File: src/rtl/dlc_tx_framer.sv
// Transmit framer: buffers one client frame of up to 64 bytes, then plays it to the PHY.
// Waits for an idle bus and the inter-frame gap, and retries with binary exponential backoff.
module dlc_tx_framer #(
  parameter int BYTE_CYCLES  = 20,
  parameter int IFG_CYCLES   = 96,
  parameter int SLOT_CYCLES  = 512,
  parameter int MAX_ATTEMPTS = 8,
  parameter int ACK_TIMEOUT  = 1024
) (
  input  logic       clk_40mhz,
  input  logic       reset,
  input  logic [7:0] wr_data,
  input  logic       wr_en,
  input  logic       frame_end,
  output logic       buf_full,
  output logic       busy,
  output logic [7:0] D_TX,
  output logic       D_TX_ready,
  input  logic       CD,
  input  logic       TX_success,
  input  logic       IB,
  output logic       tx_done,
  output logic       tx_fail,
  output logic [3:0] attempt
);

  localparam logic [2:0] S_IDLE     = 3'd0;
  localparam logic [2:0] S_WAIT_IB  = 3'd1;
  localparam logic [2:0] S_IFG      = 3'd2;
  localparam logic [2:0] S_SEND     = 3'd3;
  localparam logic [2:0] S_WAIT_ACK = 3'd4;
  localparam logic [2:0] S_BACKOFF  = 3'd5;
  localparam logic [2:0] S_FINISH   = 3'd6;

  localparam int IFG_W  = $clog2(IFG_CYCLES + 1);
  localparam int BYTE_W = $clog2(BYTE_CYCLES + 1);
  localparam int ACK_W  = $clog2(ACK_TIMEOUT + 1);
  localparam int BO_W   = $clog2(255 * SLOT_CYCLES + 1);

  logic [7:0]        r_mem [0:63];
  logic [6:0]        r_wp;
  logic [6:0]        r_len;
  logic [5:0]        r_rp;
  logic [2:0]        r_state;
  logic              r_busy;
  logic [7:0]        r_dtx;
  logic              r_ready;
  logic              r_done;
  logic              r_fail;
  logic [3:0]        r_attempt;
  logic [15:0]       r_lfsr;
  logic [IFG_W-1:0]  r_ifgCnt;
  logic [BYTE_W-1:0] r_byteCnt;
  logic [ACK_W-1:0]  r_ackCnt;
  logic [BO_W-1:0]   r_boCnt;

  logic              w_wrOk;
  logic              w_commit;
  logic              w_lfsrFb;
  logic              w_lastByte;
  logic [5:0]        w_rpNext;
  logic              w_toBackoff;
  logic              w_lastAttempt;
  logic [3:0]        w_k;
  logic [7:0]        w_mask;
  logic [7:0]        w_r;
  logic [BO_W-1:0]   w_boLoad;

  assign w_wrOk      = wr_en && !r_busy && !r_wp[6];
  assign w_commit    = frame_end && !r_busy && ((r_wp != 7'd0) || w_wrOk);
  assign w_lfsrFb    = r_lfsr[15] ^ r_lfsr[13] ^ r_lfsr[12] ^ r_lfsr[10];
  assign w_rpNext    = r_rp + 6'd1;
  assign w_lastByte  = ({1'b0, r_rp} == (r_len - 7'd1));

  // A collision and an unanswered frame both end the attempt the same way.
  assign w_toBackoff = ((r_state == S_SEND) && CD) ||
                       ((r_state == S_WAIT_ACK) &&
                        (CD || (!TX_success && (r_ackCnt == ACK_W'(ACK_TIMEOUT - 1)))));
  assign w_lastAttempt = (r_attempt == 4'(MAX_ATTEMPTS));

  // Window grows with the attempt just failed; that equals the new attempt minus one.
  assign w_k      = (r_attempt > 4'd8) ? 4'd8 : r_attempt;
  assign w_mask   = 8'((9'h1 << w_k) - 9'h1);
  assign w_r      = r_lfsr[7:0] & w_mask;
  assign w_boLoad = BO_W'(w_r) * BO_W'(SLOT_CYCLES);

  always_ff @(posedge clk_40mhz) begin
    if (w_wrOk) r_mem[r_wp[5:0]] <= wr_data;
  end

  always_ff @(posedge clk_40mhz or posedge reset) begin
    if (reset) begin
      r_wp      <= 7'd0;
      r_len     <= 7'd0;
      r_rp      <= 6'd0;
      r_state   <= S_IDLE;
      r_busy    <= 1'b0;
      r_dtx     <= 8'h00;
      r_ready   <= 1'b0;
      r_done    <= 1'b0;
      r_fail    <= 1'b0;
      r_attempt <= 4'd0;
      r_lfsr    <= 16'hACE1;
      r_ifgCnt  <= '0;
      r_byteCnt <= '0;
      r_ackCnt  <= '0;
      r_boCnt   <= '0;
    end else begin
      r_lfsr <= {r_lfsr[14:0], w_lfsrFb};
      r_done <= 1'b0;
      r_fail <= 1'b0;
      if (w_wrOk) r_wp <= r_wp + 7'd1;

      if (w_toBackoff) begin
        r_ready <= 1'b0;
        r_dtx   <= 8'h00;
        if (w_lastAttempt) begin
          r_fail  <= 1'b1;
          r_state <= S_FINISH;
        end else begin
          r_attempt <= r_attempt + 4'd1;
          r_boCnt   <= w_boLoad;
          r_state   <= S_BACKOFF;
        end
      end else begin
        case (r_state)
          S_IDLE: begin
            if (w_commit) begin
              r_len   <= r_wp + (w_wrOk ? 7'd1 : 7'd0);
              r_busy  <= 1'b1;
              r_state <= S_WAIT_IB;
            end
          end
          S_WAIT_IB: begin
            if (IB) begin
              r_state  <= S_IFG;
              r_ifgCnt <= '0;
              if (r_attempt == 4'd0) r_attempt <= 4'd1;
            end
          end
          S_IFG: begin
            if (!IB) begin
              r_state <= S_WAIT_IB;
            end else if (r_ifgCnt == IFG_W'(IFG_CYCLES - 1)) begin
              r_state   <= S_SEND;
              r_rp      <= 6'd0;
              r_byteCnt <= '0;
              r_ready   <= 1'b1;
              r_dtx     <= r_mem[0];
            end else begin
              r_ifgCnt <= r_ifgCnt + IFG_W'(1);
            end
          end
          S_SEND: begin
            if (r_byteCnt == BYTE_W'(BYTE_CYCLES - 1)) begin
              r_byteCnt <= '0;
              if (w_lastByte) begin
                r_ready  <= 1'b0;
                r_dtx    <= 8'h00;
                r_ackCnt <= '0;
                r_state  <= S_WAIT_ACK;
              end else begin
                r_rp  <= w_rpNext;
                r_dtx <= r_mem[w_rpNext];
              end
            end else begin
              r_byteCnt <= r_byteCnt + BYTE_W'(1);
            end
          end
          S_WAIT_ACK: begin
            if (TX_success) begin
              r_done  <= 1'b1;
              r_state <= S_FINISH;
            end else begin
              r_ackCnt <= r_ackCnt + ACK_W'(1);
            end
          end
          S_BACKOFF: begin
            // A zero draw still spends one cycle here before rearbitrating.
            if (r_boCnt <= BO_W'(1)) r_state <= S_WAIT_IB;
            else r_boCnt <= r_boCnt - BO_W'(1);
          end
          S_FINISH: begin
            r_busy    <= 1'b0;
            r_wp      <= 7'd0;
            r_attempt <= 4'd0;
            r_state   <= S_IDLE;
          end
          default: r_state <= S_IDLE;
        endcase
      end
    end
  end

  assign buf_full   = r_wp[6];
  assign busy       = r_busy;
  assign D_TX       = r_dtx;
  assign D_TX_ready = r_ready;
  assign tx_done    = r_done;
  assign tx_fail    = r_fail;
  assign attempt    = r_attempt;

endmodule

File: config.mk
export PLATFORM = sky130hd
export DESIGN_NAME = dlc_tx_framer
export DESIGN_NICKNAME = d
export VERILOG_FILES = /design/src/rtl/dlc_tx_framer.sv
export SDC_FILE = /design/constraint.sdc
export NUM_CORES = 1
export LEC_CHECK = 0
export ABC_AREA = 1
export BUFFER_PORTS_ARGS = -buffer_cell sky130_fd_sc_hd__clkbuf_2
export CAP_MARGIN = 20
export CORE_MARGIN = 1.5
export CORE_UTILIZATION = 32
export DETAILED_ROUTE_END_ITERATION = 7
export HOLD_SLACK_MARGIN = 0.05
export PLACE_DENSITY = 0.52
export SLEW_MARGIN = 0
export SYNTH_ARGS = -nofsm -noshare
export SYNTH_HDL_FRONTEND = slang
export SYNTH_SLANG_ARGS = --single-unit
File: constraint.sdc
create_clock -name clk_40mhz -period 2.9 [get_ports clk_40mhz]
set_input_delay 0.58 -clock clk_40mhz [delete_from_list [all_inputs] [get_ports clk_40mhz]]
set_output_delay 0.58 -clock clk_40mhz [all_outputs]
set_load 0.02 [all_outputs]
==> results.md <==
- Status: finished, final reports clean
- Largest family of logic cells by synthesized area: simple AND/OR/NAND/NOR gates
- Yosys reg bits: 607
- Root buffer cell: clkbuf_16
- Vias: around 18k
- Synth warnings: 0
- Fillers: around 7.8k
- R2r setup slk: between 0.4 and 0.5 ns
- CP required: between 3 and 4 ns
- CP Class: reg -> reg
- DP Wirelength: between 40000 and 50000 um
- Critical path fanouts, max: 34
- Clock group share of total power: 0.456
- DRT antenna net count: 0
- Die Wd: between 200 and 300 um
- IO Count: 32
- # resized after CTS: 0
- Final Cycle Share: 0.831
- Post-synth ARST share: 0.157
- H-tree depth: 3
- CTS sink cnt: ~610
- TritonCTS clock tree: built
- Worst path slowest cell: dfrtp_4
- Largest cells by area after synthesis: edfxtp_1, nand3_1, nand2_1
- Fin. max-slew vios: 0
- Gate power share: 0.014
- Total iterations of the first detailed-routing run: 7
- 1st-iter DRT viols: slightly above 2k
- Static Leak: around 0.011 uW
- CP dominant cell by count: nand3_1
- Vias in the first global route: 18.3k
- Drt drc: 0
- Crit path depth: 10
- Remaining Overflow, GRT: 0
- Cell Rows: between 100 and 150
- Worst-Margin Slew: roughly 1 ns
- Power Internal: around 14000 uW
- Final #Nets: 2559
- Type of the tightest min-delay check: in -> reg
- Share of layout cells above drive strength 1: 0.119
- Sequential power share: 0.530
- Global placement routability congestion: slightly above 0.9
- Max cap viols: 0
- Yosys cell types: 47
- Final setup violation count: 0
- Area occupied by registers: ~18000 um2
- CP top delay family: simple AND/OR/NAND/NOR gates
- Final Critical Period: 2.41 ns
- Seq/Total Area, Yosys: 0.678
- R2r endpoint: D_TX[4]$_DFFE_PP0P_
- First-pass GRT wire length: between 100000 and 150000 um
- Net Count, Synth: 2462
- Switching Fraction: 0.206
- Num CTS Buffers: 67
- Pin count of the biggest net entering global routing: ~190
- Worst setup path start: r_rp[0]$_DFFE_PP0P_
- CP cell instances: ha_4, buf_4, buf_4, nand3_1, nand3_1, nand3_1, nand3_1, nand3_1, nand3_1, nand2_1
- Area grow syn2layout: 15.6%
- Mapped Cells: ~2.4k
- GRT Total Usage: 0.177
- RSZ-0062 raised after global routing: false
- Skew final: about 0.025 ns
- IR Drop Worst-Case VDD: roughly 0.4 mV
- Max_slew headroom: 0.315
- Switch Pwr: roughly 3700 uW
- Synth top area share: 0.587
- Buf+Inv Stages, Crit Path: 2
- Die extent in y: 289 um
- RR Startpoint: r_rp[0]$_DFFE_PP0P_
- Final WL: 73400 um
- Die area: 83600 um2
- Fmax: approximately 420 MHz
- Most used flip-flop cell after synthesis: edfxtp_1
- TNS Setup: 0 ns
- Worst-Skew Late Latency: around 0.6 ns
- I/O Buffers: 31
- Synth Area in Compound Gates: 0.0191
- Total power per unit cell area: roughly 590 nW/um2
- Critical path destination: D_TX[4]$_DFFE_PP0P_
- Clock Path Buffers: 3
- Commonest cells after routing, fill and taps aside: nand2_1, nand3_1, edfxtp_1
- Area of the multi-input gates: around 7500 um2
- Xor-xnor portion of the synthesized cell area: 0.0122
- Multiplexer share of the synthesized area: 0
- Final Util: 0.375
- Antenna violations before repair: 0
- Setup crit end kind: flop
- Post-synth EDFFs: ~500
- Slowest stage delay, CP: approximately 0.55 ns
- R2R depth: 10
- Initial Util: 0.324
- CP startpoint kind: flop
- Cell Area, Synth: ~26000 um2
- Post-Synth Adder-Cell Area: 0.00669
- Crit path DAT: about 2.9 ns
- Final hold vios: 0
- Post-synthesis simple-gate area fraction: 0.246
- Drt via density: ~5.1
- Drt wl/cell: a little over 20 um
- Most common cell after layout, fill and taps aside: nand2_1
- Clock Pin Slew Worst Setup and Hold Paths: roughly 0.06 ns
- Diodes inserted: 0
- CORE AREA: about 81000 um2
- Cell taking the most area after synthesis: edfxtp_1
- Syn avg cell area: 10.8 um2
==> stage by stage <==
stage | std cells | cell area (um2) | power [uW] | hold WS, ns | setup WS (ns)
after floorplan | 2433 | 26200 | 9710 | 0.331 | 0.533
after global placement | 3520 | 28200 | 9920 | 0.343 | 0.455
after detailed placement | 3520 | 28200 | 9920 | 0.335 | 0.362
after CTS | 3639 | 30300 | 18100 | 0.190 | 0.510
after global routing | 3639 | 30300 | 18400 | 0.204 | 0.332
final | 3639 | 30300 | 17900 | 0.214 | 0.491
==> synth_stat cells, drive strengths merged (2+ instances only) <==
master,number
nand4,10
clkbuf,30
nor3,16
xnor2,8
nand2,712
buf,90
nand3,559
nand3b,3
o22ai,3
o311ai,2
dfrtp,87
xor2,25
nor2,172
o21ai,49
dfstp,8
a21oi,25
ha,14
edfxtp,512
o31ai,2
inv,98
o21a,2
==> logic make-up (layout without fill, tap and decap cells) <==
group | Yosys count | in the layout
AND/OR/NAND/NOR | 1474 | 1474
flip-flops | 607 | 607
buffers and inverters | 218 | 364
AO/OA/AOI/OAI | 87 | 87
XOR/XNOR | 33 | 33
adder cells (fa/ha/maj) | 14 | 14
==> power by group through the flow <==
| stage | Sequential, uW | Combinational, uW | Clock, uW |
|---|---|---|---|
| final | 9480 | 255 | 8150 |
| after CTS | 9480 | 265 | 8320 |
| after global routing | 9480 | 282 | 8680 |
| after detailed placement | 9660 | 263 | 0 |
| after global placement | 9660 | 263 | 0 |
| after floorplan | 9660 | 47.1 | 0 |
==> area by class of cell <==
type | count | share of cell area
clock buffer | 83 | 0.0594
multi-input combinational | 1608 | 0.247
inverter | 98 | 0.0128
tap | 1060 | 0.0438
sequential | 607 | 0.587
clock inverter | 35 | 0.00909
timing repair buffer | 148 | 0.0416
==> registers in the layout (all words and copies together), names as in the netlist <==
register	count
r_mem	512
r_boCnt	17
r_lfsr	16
r_ackCnt	11
D_TX	8
r_ifgCnt	7
r_len	7
r_wp	7
r_rp	6
r_byteCnt	5
attempt	4
r_state	3
D_TX_ready	1
busy	1
tx_done	1
tx_fail	1
==> per-layer routing <==
layer	part of all wire	GRT usage	vias up
li1	-	-	8601
met1	0.45	0.248	9082
met2	0.47	0.284	635
met3	0.066	0.0311	114
met4	0.024	0.0504	0
met5	0	0	-
==> worst min path at each step <==
stage          cells past startpoint                   end                  from  slack (ns)
2_1_floorplan                      0   r_lfsr[9]$_DFF_PP0_   r_lfsr[8]$_DFF_PP0_        0.33
3_3_place_gp                       0  r_lfsr[15]$_DFF_PP1_  r_lfsr[14]$_DFF_PP0_        0.34
3_5_place_dp                       0   r_lfsr[9]$_DFF_PP0_   r_lfsr[8]$_DFF_PP0_        0.33
4_1_cts                            2     tx_done$_DFF_PP0_                    CD        0.19
5_1_grt                            2     tx_done$_DFF_PP0_                    CD        0.20
6_report                           2     tx_done$_DFF_PP0_                    CD        0.21
==> repair_timing <==
action	in CTS	in global routing
hold buffers	1	0
endpoints found under the hold margin	20	0
setup buffers	0	0
(Power assumes the default switching activity.)
